## src/rtl/sram_arbiter_if.sv

```systemverilog
// Requester and SRAM pin bundle for the three-port SRAM arbiter.
// The arbiter connects through the slave modport; the requesters and SRAM connect through master.
interface sram_arbiter_if;
    logic        video_req;
    logic [13:0] video_addr;
    logic [7:0]  video_rdata;
    logic        video_ack;

    logic        cpu_req;
    logic        cpu_we;
    logic [18:0] cpu_addr;
    logic [7:0]  cpu_wdata;
    logic [7:0]  cpu_rdata;
    logic        cpu_ack;

    logic        ldr_req;
    logic [18:0] ldr_addr;
    logic [7:0]  ldr_wdata;
    logic        ldr_ack;

    logic [18:0] sram_addr;
    logic [7:0]  sram_dout;
    logic [7:0]  sram_din;
    logic        sram_drive;
    logic        sram_we_n;

    logic [1:0]  owner;

    modport slave (
        input  video_req, video_addr, cpu_req, cpu_we, cpu_addr, cpu_wdata,
               ldr_req, ldr_addr, ldr_wdata, sram_din,
        output video_rdata, video_ack, cpu_rdata, cpu_ack, ldr_ack,
               sram_addr, sram_dout, sram_drive, sram_we_n, owner
    );

    modport master (
        output video_req, video_addr, cpu_req, cpu_we, cpu_addr, cpu_wdata,
               ldr_req, ldr_addr, ldr_wdata, sram_din,
        input  video_rdata, video_ack, cpu_rdata, cpu_ack, ldr_ack,
               sram_addr, sram_dout, sram_drive, sram_we_n, owner
    );
endinterface

```

## src/rtl/sram_arbiter.sv

```systemverilog
// Three-way SRAM arbiter: video > cpu > loader, with loader anti-starvation.
// Each grant runs a fixed-length access followed by a one-cycle ack.
module sram_arbiter #(
    parameter int unsigned ACCESS_CYCLES = 2,
    parameter logic [4:0]  VIDEO_PAGE    = 5'b00011,
    parameter int unsigned LDR_STARVE    = 4
) (
    input  logic          clk_sys,
    input  logic          reset_n,
    sram_arbiter_if.slave bus
);
    localparam int unsigned CYC_W    = 3;
    localparam int unsigned STARVE_W = (LDR_STARVE < 2) ? 1 : $clog2(LDR_STARVE + 1);
    localparam logic [CYC_W-1:0]    CYC_LAST   = CYC_W'(ACCESS_CYCLES);
    localparam logic [STARVE_W-1:0] STARVE_MAX = STARVE_W'(LDR_STARVE);

    localparam logic [1:0] OWN_NONE  = 2'd0;
    localparam logic [1:0] OWN_VIDEO = 2'd1;
    localparam logic [1:0] OWN_CPU   = 2'd2;
    localparam logic [1:0] OWN_LDR   = 2'd3;

    typedef enum logic [1:0] {IDLE, ACCESS, DONE} state_e;

    state_e              state_q, state_d;
    logic [1:0]          owner_q, owner_d;
    logic [CYC_W-1:0]    cyc_q, cyc_d;
    logic [STARVE_W-1:0] starve_q, starve_d;
    logic                wr_q, wr_d;
    logic [18:0]         addr_q, addr_d;
    logic [7:0]          dout_q, dout_d;
    logic                drive_q, drive_d;
    logic                we_n_q, we_n_d;
    logic [7:0]          video_rdata_q, video_rdata_d;
    logic [7:0]          cpu_rdata_q, cpu_rdata_d;
    logic                video_ack_q, video_ack_d;
    logic                cpu_ack_q, cpu_ack_d;
    logic                ldr_ack_q, ldr_ack_d;

    // Next-state and registered-output computation
    always_comb begin
        state_d       = state_q;
        owner_d       = owner_q;
        cyc_d         = cyc_q;
        starve_d      = starve_q;
        wr_d          = wr_q;
        addr_d        = addr_q;
        dout_d        = dout_q;
        drive_d       = drive_q;
        we_n_d        = we_n_q;
        video_rdata_d = video_rdata_q;
        cpu_rdata_d   = cpu_rdata_q;
        video_ack_d   = 1'b0;
        cpu_ack_d     = 1'b0;
        ldr_ack_d     = 1'b0;

        unique case (state_q)
            IDLE: begin
                if (!bus.ldr_req) starve_d = '0;
                // Loader wins over the CPU only once it has waited out LDR_STARVE CPU grants
                if (bus.video_req) begin
                    owner_d = OWN_VIDEO;
                    addr_d  = {VIDEO_PAGE, bus.video_addr};
                    wr_d    = 1'b0;
                end else if (bus.ldr_req && (starve_q == STARVE_MAX || !bus.cpu_req)) begin
                    owner_d  = OWN_LDR;
                    addr_d   = bus.ldr_addr;
                    dout_d   = bus.ldr_wdata;
                    wr_d     = 1'b1;
                    starve_d = '0;
                end else if (bus.cpu_req) begin
                    owner_d = OWN_CPU;
                    addr_d  = bus.cpu_addr;
                    wr_d    = bus.cpu_we;
                    if (bus.cpu_we) dout_d = bus.cpu_wdata;
                    if (bus.ldr_req && starve_q != STARVE_MAX) starve_d = starve_q + 1'b1;
                end
                if (bus.video_req || bus.cpu_req || bus.ldr_req) begin
                    state_d = ACCESS;
                    cyc_d   = CYC_W'(1);
                    drive_d = wr_d;
                end
            end
            ACCESS: begin
                if (cyc_q == CYC_LAST) begin
                    state_d = DONE;
                    cyc_d   = '0;
                    drive_d = 1'b0;
                    we_n_d  = 1'b1;
                    unique case (owner_q)
                        OWN_VIDEO: begin
                            video_ack_d = 1'b1;
                            if (!wr_q) video_rdata_d = bus.sram_din;
                        end
                        OWN_CPU: begin
                            cpu_ack_d = 1'b1;
                            if (!wr_q) cpu_rdata_d = bus.sram_din;
                        end
                        OWN_LDR: ldr_ack_d = 1'b1;
                        default: ;
                    endcase
                end else begin
                    // Write strobe opens one cycle after address and data settle
                    cyc_d  = cyc_q + 1'b1;
                    we_n_d = !wr_q;
                end
            end
            DONE: begin
                state_d = IDLE;
                owner_d = OWN_NONE;
            end
            default: state_d = IDLE;
        endcase
    end

    always_ff @(posedge clk_sys or negedge reset_n) begin
        if (!reset_n) begin
            state_q       <= IDLE;
            owner_q       <= OWN_NONE;
            cyc_q         <= '0;
            starve_q      <= '0;
            wr_q          <= 1'b0;
            addr_q        <= '0;
            dout_q        <= '0;
            drive_q       <= 1'b0;
            we_n_q        <= 1'b1;
            video_rdata_q <= '0;
            cpu_rdata_q   <= '0;
            video_ack_q   <= 1'b0;
            cpu_ack_q     <= 1'b0;
            ldr_ack_q     <= 1'b0;
        end else begin
            state_q       <= state_d;
            owner_q       <= owner_d;
            cyc_q         <= cyc_d;
            starve_q      <= starve_d;
            wr_q          <= wr_d;
            addr_q        <= addr_d;
            dout_q        <= dout_d;
            drive_q       <= drive_d;
            we_n_q        <= we_n_d;
            video_rdata_q <= video_rdata_d;
            cpu_rdata_q   <= cpu_rdata_d;
            video_ack_q   <= video_ack_d;
            cpu_ack_q     <= cpu_ack_d;
            ldr_ack_q     <= ldr_ack_d;
        end
    end

    assign bus.owner       = owner_q;
    assign bus.sram_addr   = addr_q;
    assign bus.sram_dout   = dout_q;
    assign bus.sram_drive  = drive_q;
    assign bus.sram_we_n   = we_n_q;
    assign bus.video_rdata = video_rdata_q;
    assign bus.cpu_rdata   = cpu_rdata_q;
    assign bus.video_ack   = video_ack_q;
    assign bus.cpu_ack     = cpu_ack_q;
    assign bus.ldr_ack     = ldr_ack_q;
endmodule

```

## src/flat_wrapper.sv

```systemverilog
// flat-port wrapper written by rule: the top's interface ports become plain ports
module sram_arbiter_flat 
#(
    parameter int unsigned ACCESS_CYCLES = 2,
    parameter logic [4:0]  VIDEO_PAGE    = 5'b00011,
    parameter int unsigned LDR_STARVE    = 4
)
  (clk_sys, reset_n, bus_video_req, bus_video_addr, bus_cpu_req, bus_cpu_we, bus_cpu_addr, bus_cpu_wdata, bus_ldr_req, bus_ldr_addr, bus_ldr_wdata, bus_sram_din, bus_video_rdata, bus_video_ack, bus_cpu_rdata, bus_cpu_ack, bus_ldr_ack, bus_sram_addr, bus_sram_dout, bus_sram_drive, bus_sram_we_n, bus_owner);
  sram_arbiter_if bus_i ();
  input  logic clk_sys;
  input  logic reset_n;
  input wire logic [$bits(bus_i.video_req)-1:0] bus_video_req;
  input wire logic [$bits(bus_i.video_addr)-1:0] bus_video_addr;
  input wire logic [$bits(bus_i.cpu_req)-1:0] bus_cpu_req;
  input wire logic [$bits(bus_i.cpu_we)-1:0] bus_cpu_we;
  input wire logic [$bits(bus_i.cpu_addr)-1:0] bus_cpu_addr;
  input wire logic [$bits(bus_i.cpu_wdata)-1:0] bus_cpu_wdata;
  input wire logic [$bits(bus_i.ldr_req)-1:0] bus_ldr_req;
  input wire logic [$bits(bus_i.ldr_addr)-1:0] bus_ldr_addr;
  input wire logic [$bits(bus_i.ldr_wdata)-1:0] bus_ldr_wdata;
  input wire logic [$bits(bus_i.sram_din)-1:0] bus_sram_din;
  output wire logic [$bits(bus_i.video_rdata)-1:0] bus_video_rdata;
  output wire logic [$bits(bus_i.video_ack)-1:0] bus_video_ack;
  output wire logic [$bits(bus_i.cpu_rdata)-1:0] bus_cpu_rdata;
  output wire logic [$bits(bus_i.cpu_ack)-1:0] bus_cpu_ack;
  output wire logic [$bits(bus_i.ldr_ack)-1:0] bus_ldr_ack;
  output wire logic [$bits(bus_i.sram_addr)-1:0] bus_sram_addr;
  output wire logic [$bits(bus_i.sram_dout)-1:0] bus_sram_dout;
  output wire logic [$bits(bus_i.sram_drive)-1:0] bus_sram_drive;
  output wire logic [$bits(bus_i.sram_we_n)-1:0] bus_sram_we_n;
  output wire logic [$bits(bus_i.owner)-1:0] bus_owner;
  assign bus_i.video_req = bus_video_req;
  assign bus_i.video_addr = bus_video_addr;
  assign bus_i.cpu_req = bus_cpu_req;
  assign bus_i.cpu_we = bus_cpu_we;
  assign bus_i.cpu_addr = bus_cpu_addr;
  assign bus_i.cpu_wdata = bus_cpu_wdata;
  assign bus_i.ldr_req = bus_ldr_req;
  assign bus_i.ldr_addr = bus_ldr_addr;
  assign bus_i.ldr_wdata = bus_ldr_wdata;
  assign bus_i.sram_din = bus_sram_din;
  assign bus_video_rdata = bus_i.video_rdata;
  assign bus_video_ack = bus_i.video_ack;
  assign bus_cpu_rdata = bus_i.cpu_rdata;
  assign bus_cpu_ack = bus_i.cpu_ack;
  assign bus_ldr_ack = bus_i.ldr_ack;
  assign bus_sram_addr = bus_i.sram_addr;
  assign bus_sram_dout = bus_i.sram_dout;
  assign bus_sram_drive = bus_i.sram_drive;
  assign bus_sram_we_n = bus_i.sram_we_n;
  assign bus_owner = bus_i.owner;
  sram_arbiter #(.ACCESS_CYCLES(ACCESS_CYCLES), .VIDEO_PAGE(VIDEO_PAGE), .LDR_STARVE(LDR_STARVE)) u_core (.clk_sys(clk_sys), .reset_n(reset_n), .bus(bus_i));
endmodule
```

## config.mk

```make
export PLATFORM = sky130hd
export DESIGN_NAME = sram_arbiter_flat
export DESIGN_NICKNAME = d
export VERILOG_FILES = /design/src/rtl/sram_arbiter_if.sv /design/src/rtl/sram_arbiter.sv /design/src/flat_wrapper.sv
export SDC_FILE = /design/constraint.sdc
export NUM_CORES = 1
export LEC_CHECK = 0
export CORE_ASPECT_RATIO = 2
export CORE_MARGIN = 3
export CORE_UTILIZATION = 35
export DETAILED_ROUTE_END_ITERATION = 7
export GPL_ROUTABILITY_DRIVEN = 0
export GPL_TIMING_DRIVEN = 0
export PLACE_DENSITY = 0.69
export RECOVER_POWER = 50
export SYNTH_ARGS = -nofsm -noshare
export SYNTH_HDL_FRONTEND = slang
export SYNTH_SLANG_ARGS = --single-unit
```

## constraint.sdc

```tcl
create_clock -name clk_sys -period 2 [get_ports clk_sys]
set_clock_uncertainty 0.1 [all_clocks]
set_input_delay 0.3 -clock clk_sys [delete_from_list [all_inputs] [get_ports clk_sys]]
set_output_delay 0.3 -clock clk_sys [all_outputs]
set_load 0.005 [all_outputs]
```

==> results of run 1 <==
-- layer usage --
metal,global-route usage,wire length (um),vias to the layer above
met3,0.0504,534,14
met1,0.203,3350,1355
met2,0.372,5500,84
li1,-,-,1303
met4,0.0952,237,0
met5,0,0,-
-- where the power goes --
group	switching, W	internal [W]
combinational	0.00119	0.00174
sequential	0.000368	0.00175
clock	0.000564	0.000958
-- cells in the mapped netlist, types with 5 or more instances --
cell type                  number  area, um2
sky130_fd_sc_hd__clkbuf_1       6       22.5
sky130_fd_sc_hd__o21a_1        14        105
sky130_fd_sc_hd__dfrtp_1       58       1450
sky130_fd_sc_hd__nor2_1         9       33.8
sky130_fd_sc_hd__a211o_1       14        123
sky130_fd_sc_hd__nand2_1        5       18.8
sky130_fd_sc_hd__a221o_1       17        170
sky130_fd_sc_hd__a222oi_1       9       90.1
sky130_fd_sc_hd__nor3_1         5       25.0
sky130_fd_sc_hd__nor3b_1        6       45.0
sky130_fd_sc_hd__nor4bb_1      15        150
sky130_fd_sc_hd__mux2_2        18        203
sky130_fd_sc_hd__buf_2          8       40.0
sky130_fd_sc_hd__a21oi_1        6       30.0
sky130_fd_sc_hd__inv_1         32        120
-- stage by stage --
stage / hold WS [ns] / TNS (ns)
6_report: 0.303 / 0
5_1_grt: 0.342 / 0
4_1_cts: 0.286 / 0
3_5_place_dp: 0.260 / -9.96
3_3_place_gp: 0.389 / -94.00
2_1_floorplan: -0.0956 / 0
-- placed cells by master, fill, tap and decap left out, types with 7 or more instances in the layout --
cell type,count
sky130_fd_sc_hd__buf_2,7
sky130_fd_sc_hd__o21a_1,14
sky130_fd_sc_hd__inv_1,32
sky130_fd_sc_hd__mux2_2,18
sky130_fd_sc_hd__dlygate4sd3_1,24
sky130_fd_sc_hd__a211o_1,14
sky130_fd_sc_hd__nor2_1,8
sky130_fd_sc_hd__a221o_1,17
sky130_fd_sc_hd__dfrtp_1,58
sky130_fd_sc_hd__clkdlybuf4s50_1,106
sky130_fd_sc_hd__a222oi_1,9
sky130_fd_sc_hd__clkbuf_16,9
sky130_fd_sc_hd__nor4bb_1,15
-- state kept, by name, indices dropped and copies added, names as in the netlist, 2 cells and up --
name                    flops
u_core.state_q              2
u_core.starve_q             3
u_core.bus.video_rdata      8
u_core.bus.sram_dout        8
u_core.bus.owner            2
u_core.bus.cpu_rdata        8
u_core.bus.sram_addr       19
u_core.cyc_q                3
-- critical path: stages --
cell	delay (ns)
sky130_fd_sc_hd__clkdlybuf4s50_1	0.48
sky130_fd_sc_hd__or4b_1	0.53
sky130_fd_sc_hd__buf_4	0.19
sky130_fd_sc_hd__nor3b_4	0.23
sky130_fd_sc_hd__buf_12	0.15
sky130_fd_sc_hd__a222oi_1	0.08
-- what timing repair did --
item,4_1_cts,5_1_grt
gates resized for setup,5,5
hold buffers,1,0
setup endpoints to repair,21,14
setup buffers,1,3
pin swaps,1,3
endpoints found under the hold margin,26,0
-- worst paths after layout --
kind,to,slack [ns],cells past startpoint
setup / recovery,u_core.bus.sram_dout[4],0.11,6
max in group asynchronous,u_core.bus.sram_we_n,0.31,3
min in group asynchronous,u_core.bus.video_rdata[0],0.45,2
hold reg to reg,u_core.bus.video_rdata[2],0.40,1
setup reg to reg,u_core.bus.sram_addr[18],0.11,7
hold / removal,u_core.wr_q,0.30,3
-- cell families after synthesis --
kind of cell / Yosys count / synth area share
muxes: 18 / 0.0670
DFF: 59 / 0.489
xor gates and xnor gates: 1 / 0.00290
buffers and inverters: 53 / 0.0803
AOI/OAI and AO/OA: 76 / 0.208
adders and majority gates: 2 / 0.00827
and+or+nand+nor: 59 / 0.145
-- layout make-up --
cell class	instances	area [um2]
Inverter	32	120
Sequential cell	59	1480
Multi-Input combinational cell	156	1320
Clock buffer	9	225
Buffer	21	133
Timing Repair Buffer	136	1360
Tap cell	98	123
Fill cell	725	3530
Clock inverter	7	68.8
==> Implementation_results.wiki, run 1 <==
{| class="wikitable"
! Metric !! Value
|-
| Finished Core Util || 0.578
|-
| Length of the first detailed-routing pass in iterations || 4
|-
| Startpoint type of the worst setup path || input pin
|-
| Worst-Margin Slew || 0.694 ns
|-
| Endpoints failing hold || 0
|-
| Clock Tree Buf Depth || 2
|-
| Result of the run || finished, final reports clean
|-
| Die Width || 71.7 um
|-
| Number of design-rule violations left by the first detailed-router iteration || 133
|-
| Synth-to-Final Area Change || 59.5%
|-
| Highest clock rate || 0.529 GHz
|-
| Data arrival time at the worst-slack endpoint || 1.96 ns
|-
| Final critical-path share of the clock period || 0.946
|-
| Overall power || 0.00657 W
|-
| Post-detailed-route wirelength per cell || 18.6 um
|-
| Number of antenna cells inserted || 0
|-
| Worst relative slew slack || 0.538
|-
| EDFF count, synth || 0
|-
| Number of non-filler instances in the completed layout || 518
|-
| Kind of path behind the tightest hold check || input pin to register
|-
| Final setup viols || 0
|-
| Routed via count divided by cell count || 5.32
|-
| Post-synthesis sequential area ratio || 0.489
|-
| Number of H-tree levels || 3
|-
| Pin count of the biggest net entering global routing || 34
|-
| Placeable Area || 0.00835 mm2
|-
| Async set or reset register ratio after synthesis || 1.00
|-
| Netlist cell types || 45
|-
| Setup repair after global routing missed its margin || no
|-
| Sinks on the clock net || 59
|-
| Netlist Area Pre-Place || 0.00302 mm2
|-
| DP HPWL || 7270 um
|-
| Fin area || 0.00482 mm2
|-
| Number of buffer cells added on primary ports || 130
|-
| Worst Path Max Fanout || 8
|-
| Clock Root Buffer || sky130_fd_sc_hd__clkbuf_16
|-
| Class of the most critical setup path || input pin to register
|-
| Min Tclk post-route || 1.89 ns
|-
| Startpoint of the most critical setup path || bus_video_req
|-
| Max-slew violations || 0
|-
| Data required, critical path || 2.07 ns
|-
| Setup slack at placement || -0.432 ns
|-
| Net count of the mapped netlist || 352
|-
| All-layer global routing usage || 0.200
|-
| Final global-route overflow total || 0
|-
| Leak Pwr || 2.18 nW
|-
| Count of warnings emitted by yosys || 0
|-
| Total cell area at the placement stage || 0.00446 mm2
|-
| Clock-pin slew on the worst setup and hold paths || 0.05 ns
|-
| Post-synthesis area per instance || 11.3 um2
|-
| # nets final || 499
|-
| Gate count after technology mapping || 268
|-
| Via count of the first global-routing pass || 2926
|-
| Reg2reg start || u_core.starve_q[0]
|-
| Starting density of the core || 0.362
|-
| IR Drop Worst-Case VDD || 0.816 mV
|-
| Remaining routing DRC violations || 0
|-
| Placed Cells incl. Taps || 497
|-
| Number of buffers created by CTS || 9
|-
| Full die area || 0.00986 mm2
|-
| I/O pin total || 132
|-
| Hold Path Origin || bus_cpu_req
|-
| Count of maximum capacitance violations || 0
|-
| Vias post-DR || 2756
|-
| Core Rows || 47
|-
| Antenna violation net count after detailed routing || 0
|-
| Global-route wire length before repair || 14800 um
|-
| Top FF cell, synth || sky130_fd_sc_hd__dfrtp_1
|-
| Clk_lat worst skew || 0.33 ns
|-
| Crit path setup slack, layout || 0.108 ns
|-
| Power density normalized to cell area || 1360 mW/mm2
|-
| Kind of capture point of the worst setup path || register
|-
| CTS tree || done
|-
| Number of antenna violations at the first check in global routing || 0
|-
| Share of layout cells above drive strength 1 || 0.160
|-
| Number of storage elements in the synthesis netlist || 59
|-
| Die Span Y || 137 um
|-
| Total Wirelength || 9630 um
|}
No activity file was read; power rests on OpenSTA's default activity.
==> run 2: changes to the inputs <==
ABC_CLOCK_PERIOD_IN_PS = 2000   (was unset)
CTS_BUF_LIST = sky130_fd_sc_hd__clkbuf_8   (was unset)
REMOVE_ABC_BUFFERS = 1   (was unset)
==> Implementation_results.wiki, run 2 (synthesis gave the netlist of run 1 again) <==
{| class="wikitable"
! Metric !! Value
|-
| Result of the run || finished, final reports clean (unchanged)
|-
| IR Drop Worst-Case VDD || 0.752 mV (was 0.816 mV)
|-
| Die Span Y || 137 um (unchanged)
|-
| Total Wirelength || 9470 um (was 9630 um)
|-
| Core Rows || 47 (unchanged)
|-
| CTS tree || done (unchanged)
|-
| Combined flip-flop and latch cell area || 0.00149 mm2 (was 0.00148 mm2)
|-
| Placeable Area || 0.00835 mm2 (unchanged)
|-
| Share of layout cells above drive strength 1 || 0.150 (was 0.160)
|-
| Clk_lat worst skew || 0.35 ns (was 0.33 ns)
|-
| Worst-Margin Slew || 0.888 ns (was 0.694 ns)
|-
| Vias post-DR || 2753 (was 2756)
|-
| Pin count of the biggest net entering global routing || 36 (was 34)
|-
| Setup repair after global routing missed its margin || no (unchanged)
|-
| Final setup viols || 0 (unchanged)
|-
| Count of maximum capacitance violations || 0 (unchanged)
|-
| Number of antenna violations at the first check in global routing || 0 (unchanged)
|-
| Full die area || 0.00986 mm2 (unchanged)
|-
| Crit path setup slack, layout || 0.0768 ns (was 0.108 ns)
|-
| Number of design-rule violations left by the first detailed-router iteration || 161 (was 133)
|-
| Hold slack || 0.311 ns (was 0.303 ns)
|-
| Most common cell after layout, fill and taps aside || sky130_fd_sc_hd__clkdlybuf4s50_1 (unchanged)
|-
| Worst relative slew slack || 0.408 (was 0.538)
|-
| Flip-flop count of the largest register after layout || 19 (unchanged)
|-
| Data arrival time at the worst-slack endpoint || 2.10 ns (was 1.96 ns)
|-
| Remaining routing DRC violations || 0 (unchanged)
|-
| Kind of path behind the tightest hold check || input pin to register (unchanged)
|-
| Setup slack at placement || -1.08 ns (was -0.432 ns)
|-
| Post-detailed-route wirelength per cell || 18.8 um (was 18.6 um)
|-
| Startpoint type of the worst setup path || register (was input pin)
|-
| Power density normalized to cell area || 1350 mW/mm2 (was 1360 mW/mm2)
|-
| All-layer global routing usage || 0.197 (was 0.200)
|-
| Class of the most critical setup path || register to register (was input pin to register)
|-
| Final global-route overflow total || 0 (unchanged)
|-
| Post-route setup TNS || 0 ns (unchanged)
|-
| Clock-pin slew on the worst setup and hold paths || 0.07 ns (was 0.05 ns)
|-
| Antenna violation net count after detailed routing || 0 (unchanged)
|-
| Routed via count divided by cell count || 5.45 (was 5.32)
|-
| Worst Path Max Fanout || 13 (was 8)
|-
| # nets final || 486 (was 499)
|-
| Die Width || 71.7 um (unchanged)
|-
| Endpoints failing hold || 0 (unchanged)
|-
| Overall power || 0.00642 W (was 0.00657 W)
|-
| Layout filler cell count || 734 (was 725)
|-
| Global-route wire length before repair || 14700 um (was 14800 um)
|-
| Min Tclk post-route || 1.92 ns (was 1.89 ns)
|-
| Clock Tree Buf Depth || 2 (unchanged)
|-
| Via count of the first global-routing pass || 2889 (was 2926)
|-
| Area occupied by multi-input gates || 0.00133 mm2 (was 0.00132 mm2)
|-
| Clock Root Buffer || sky130_fd_sc_hd__clkbuf_8 (was sky130_fd_sc_hd__clkbuf_16)
|-
| Number of non-filler instances in the completed layout || 505 (was 518)
|-
| Number of antenna cells inserted || 0 (unchanged)
|-
| DP HPWL || 6280 um (was 7270 um)
|-
| Number of H-tree levels || 3 (unchanged)
|-
| Synth-to-Final Area Change || 57.4% (was 59.5%)
|-
| CP max stage cell || sky130_fd_sc_hd__or4b_1 (unchanged)
|-
| Highest clock rate || 0.520 GHz (was 0.529 GHz)
|-
| I/O pin total || 132 (unchanged)
|-
| Starting density of the core || 0.362 (unchanged)
|-
| Most frequent cells in the layout || sky130_fd_sc_hd__clkdlybuf4s50_1 (111), sky130_fd_sc_hd__dfrtp_1 (56), sky130_fd_sc_hd__inv_1 (33) (was sky130_fd_sc_hd__clkdlybuf4s50_1 (106), sky130_fd_sc_hd__dfrtp_1 (58), sky130_fd_sc_hd__inv_1 (32))
|-
| Cell-by-cell listing of the critical path || or4b_1 -> nor2b_4 -> buf_8 -> a221o_1 (was clkdlybuf4s50_1 -> or4b_1 -> buf_4 -> nor3b_4 -> buf_12 -> a222oi_1)
|-
| Max incr delay on CP || 0.60 ns (was 0.53 ns)
|-
| Kind of capture point of the worst setup path || register (unchanged)
|-
| Length of the first detailed-routing pass in iterations || 6 (was 4)
|-
| Placed Cells incl. Taps || 479 (was 497)
|-
| Number of buffers created by CTS || 9 (unchanged)
|-
| Leak Pwr || 2.16 nW (was 2.18 nW)
|-
| Final critical-path share of the clock period || 0.962 (was 0.946)
|-
| Sinks on the clock net || 59 (unchanged)
|-
| Number of buffer cells added on primary ports || 131 (was 130)
|-
| Data required, critical path || 2.18 ns (was 2.07 ns)
|-
| Max-slew violations || 0 (unchanged)
|}
==> run 2: cell count changes in the layout (fill, tap and decap cells not counted), moves of 4 or more <==
cell                              change
sky130_fd_sc_hd__clkbuf_1             -4
sky130_fd_sc_hd__clkbuf_8            +11
sky130_fd_sc_hd__clkdlybuf4s50_1      +5
sky130_fd_sc_hd__dlygate4sd3_1        -7
sky130_fd_sc_hd__buf_2                -7
sky130_fd_sc_hd__clkbuf_16            -9
==> run 2: worst max-delay path, delay by kind of cell, from the launching register on <==
family	cells	cell delay, ns
simple gates	2	0.82
flops	1	0.58
compound gates	1	0.16
buf+inv	1	0.18
==> run 2: final timing paths <==
check	from	endpoint	slack [ns]	cells after the start
worst min-delay path	bus_ldr_req	u_core.wr_q	0.31	3
max in group asynchronous	reset_n	u_core.bus.sram_we_n	0.31	3
worst max register to register	u_core.state_q[1]	u_core.bus.sram_addr[9]	0.08	4
worst min register to register	u_core.bus.cpu_rdata[1]	u_core.bus.cpu_rdata[1]	0.40	1
min in group asynchronous	reset_n	u_core.bus.sram_dout[0]	0.50	2
worst max-delay path	u_core.state_q[1]	u_core.bus.sram_addr[9]	0.08	4
==> run 2: per-stage QoR <==
stage | cell area [um2] | utilization
2_1_floorplan | 2900 | -
3_3_place_gp | 4340 | 0.519
3_5_place_dp | 4380 | 0.525
4_1_cts | 4750 | 0.569
5_1_grt | 4760 | 0.570
6_report | 4760 | 0.570
==> run 2: cell type report <==
class                      count  share of cell area
clock inverter                 6              0.0218
multi-input combinational    156               0.279
clock buffer                  10              0.0289
inverter                      32              0.0252
timing repair buffer         144               0.307
sequential                    59               0.312
tap                           98              0.0258
==> run 2: per-layer routing <==
layer	global-route usage	vias to the layer above	wire length, um
li1	-	1278	-
met1	0.215	1355	3460
met2	0.355	104	5230
met3	0.0351	16	566
met4	0.101	0	214
met5	0	-	0
==> run 2: report_power, final <==
group          internal, W  switching [W]
logic              0.00177        0.00112
registers          0.00176       0.000443
clock network     0.000852       0.000476
total              0.00439        0.00204
==> run 2: repair_timing <==
action                                  4_1_cts  5_1_grt
endpoints found under the setup margin       57       32
hold buffers                                  1        0
pin swaps                                     2        2
endpoints found under the hold margin        34        0
gates resized for setup                      10        5
setup buffers                                 7        2
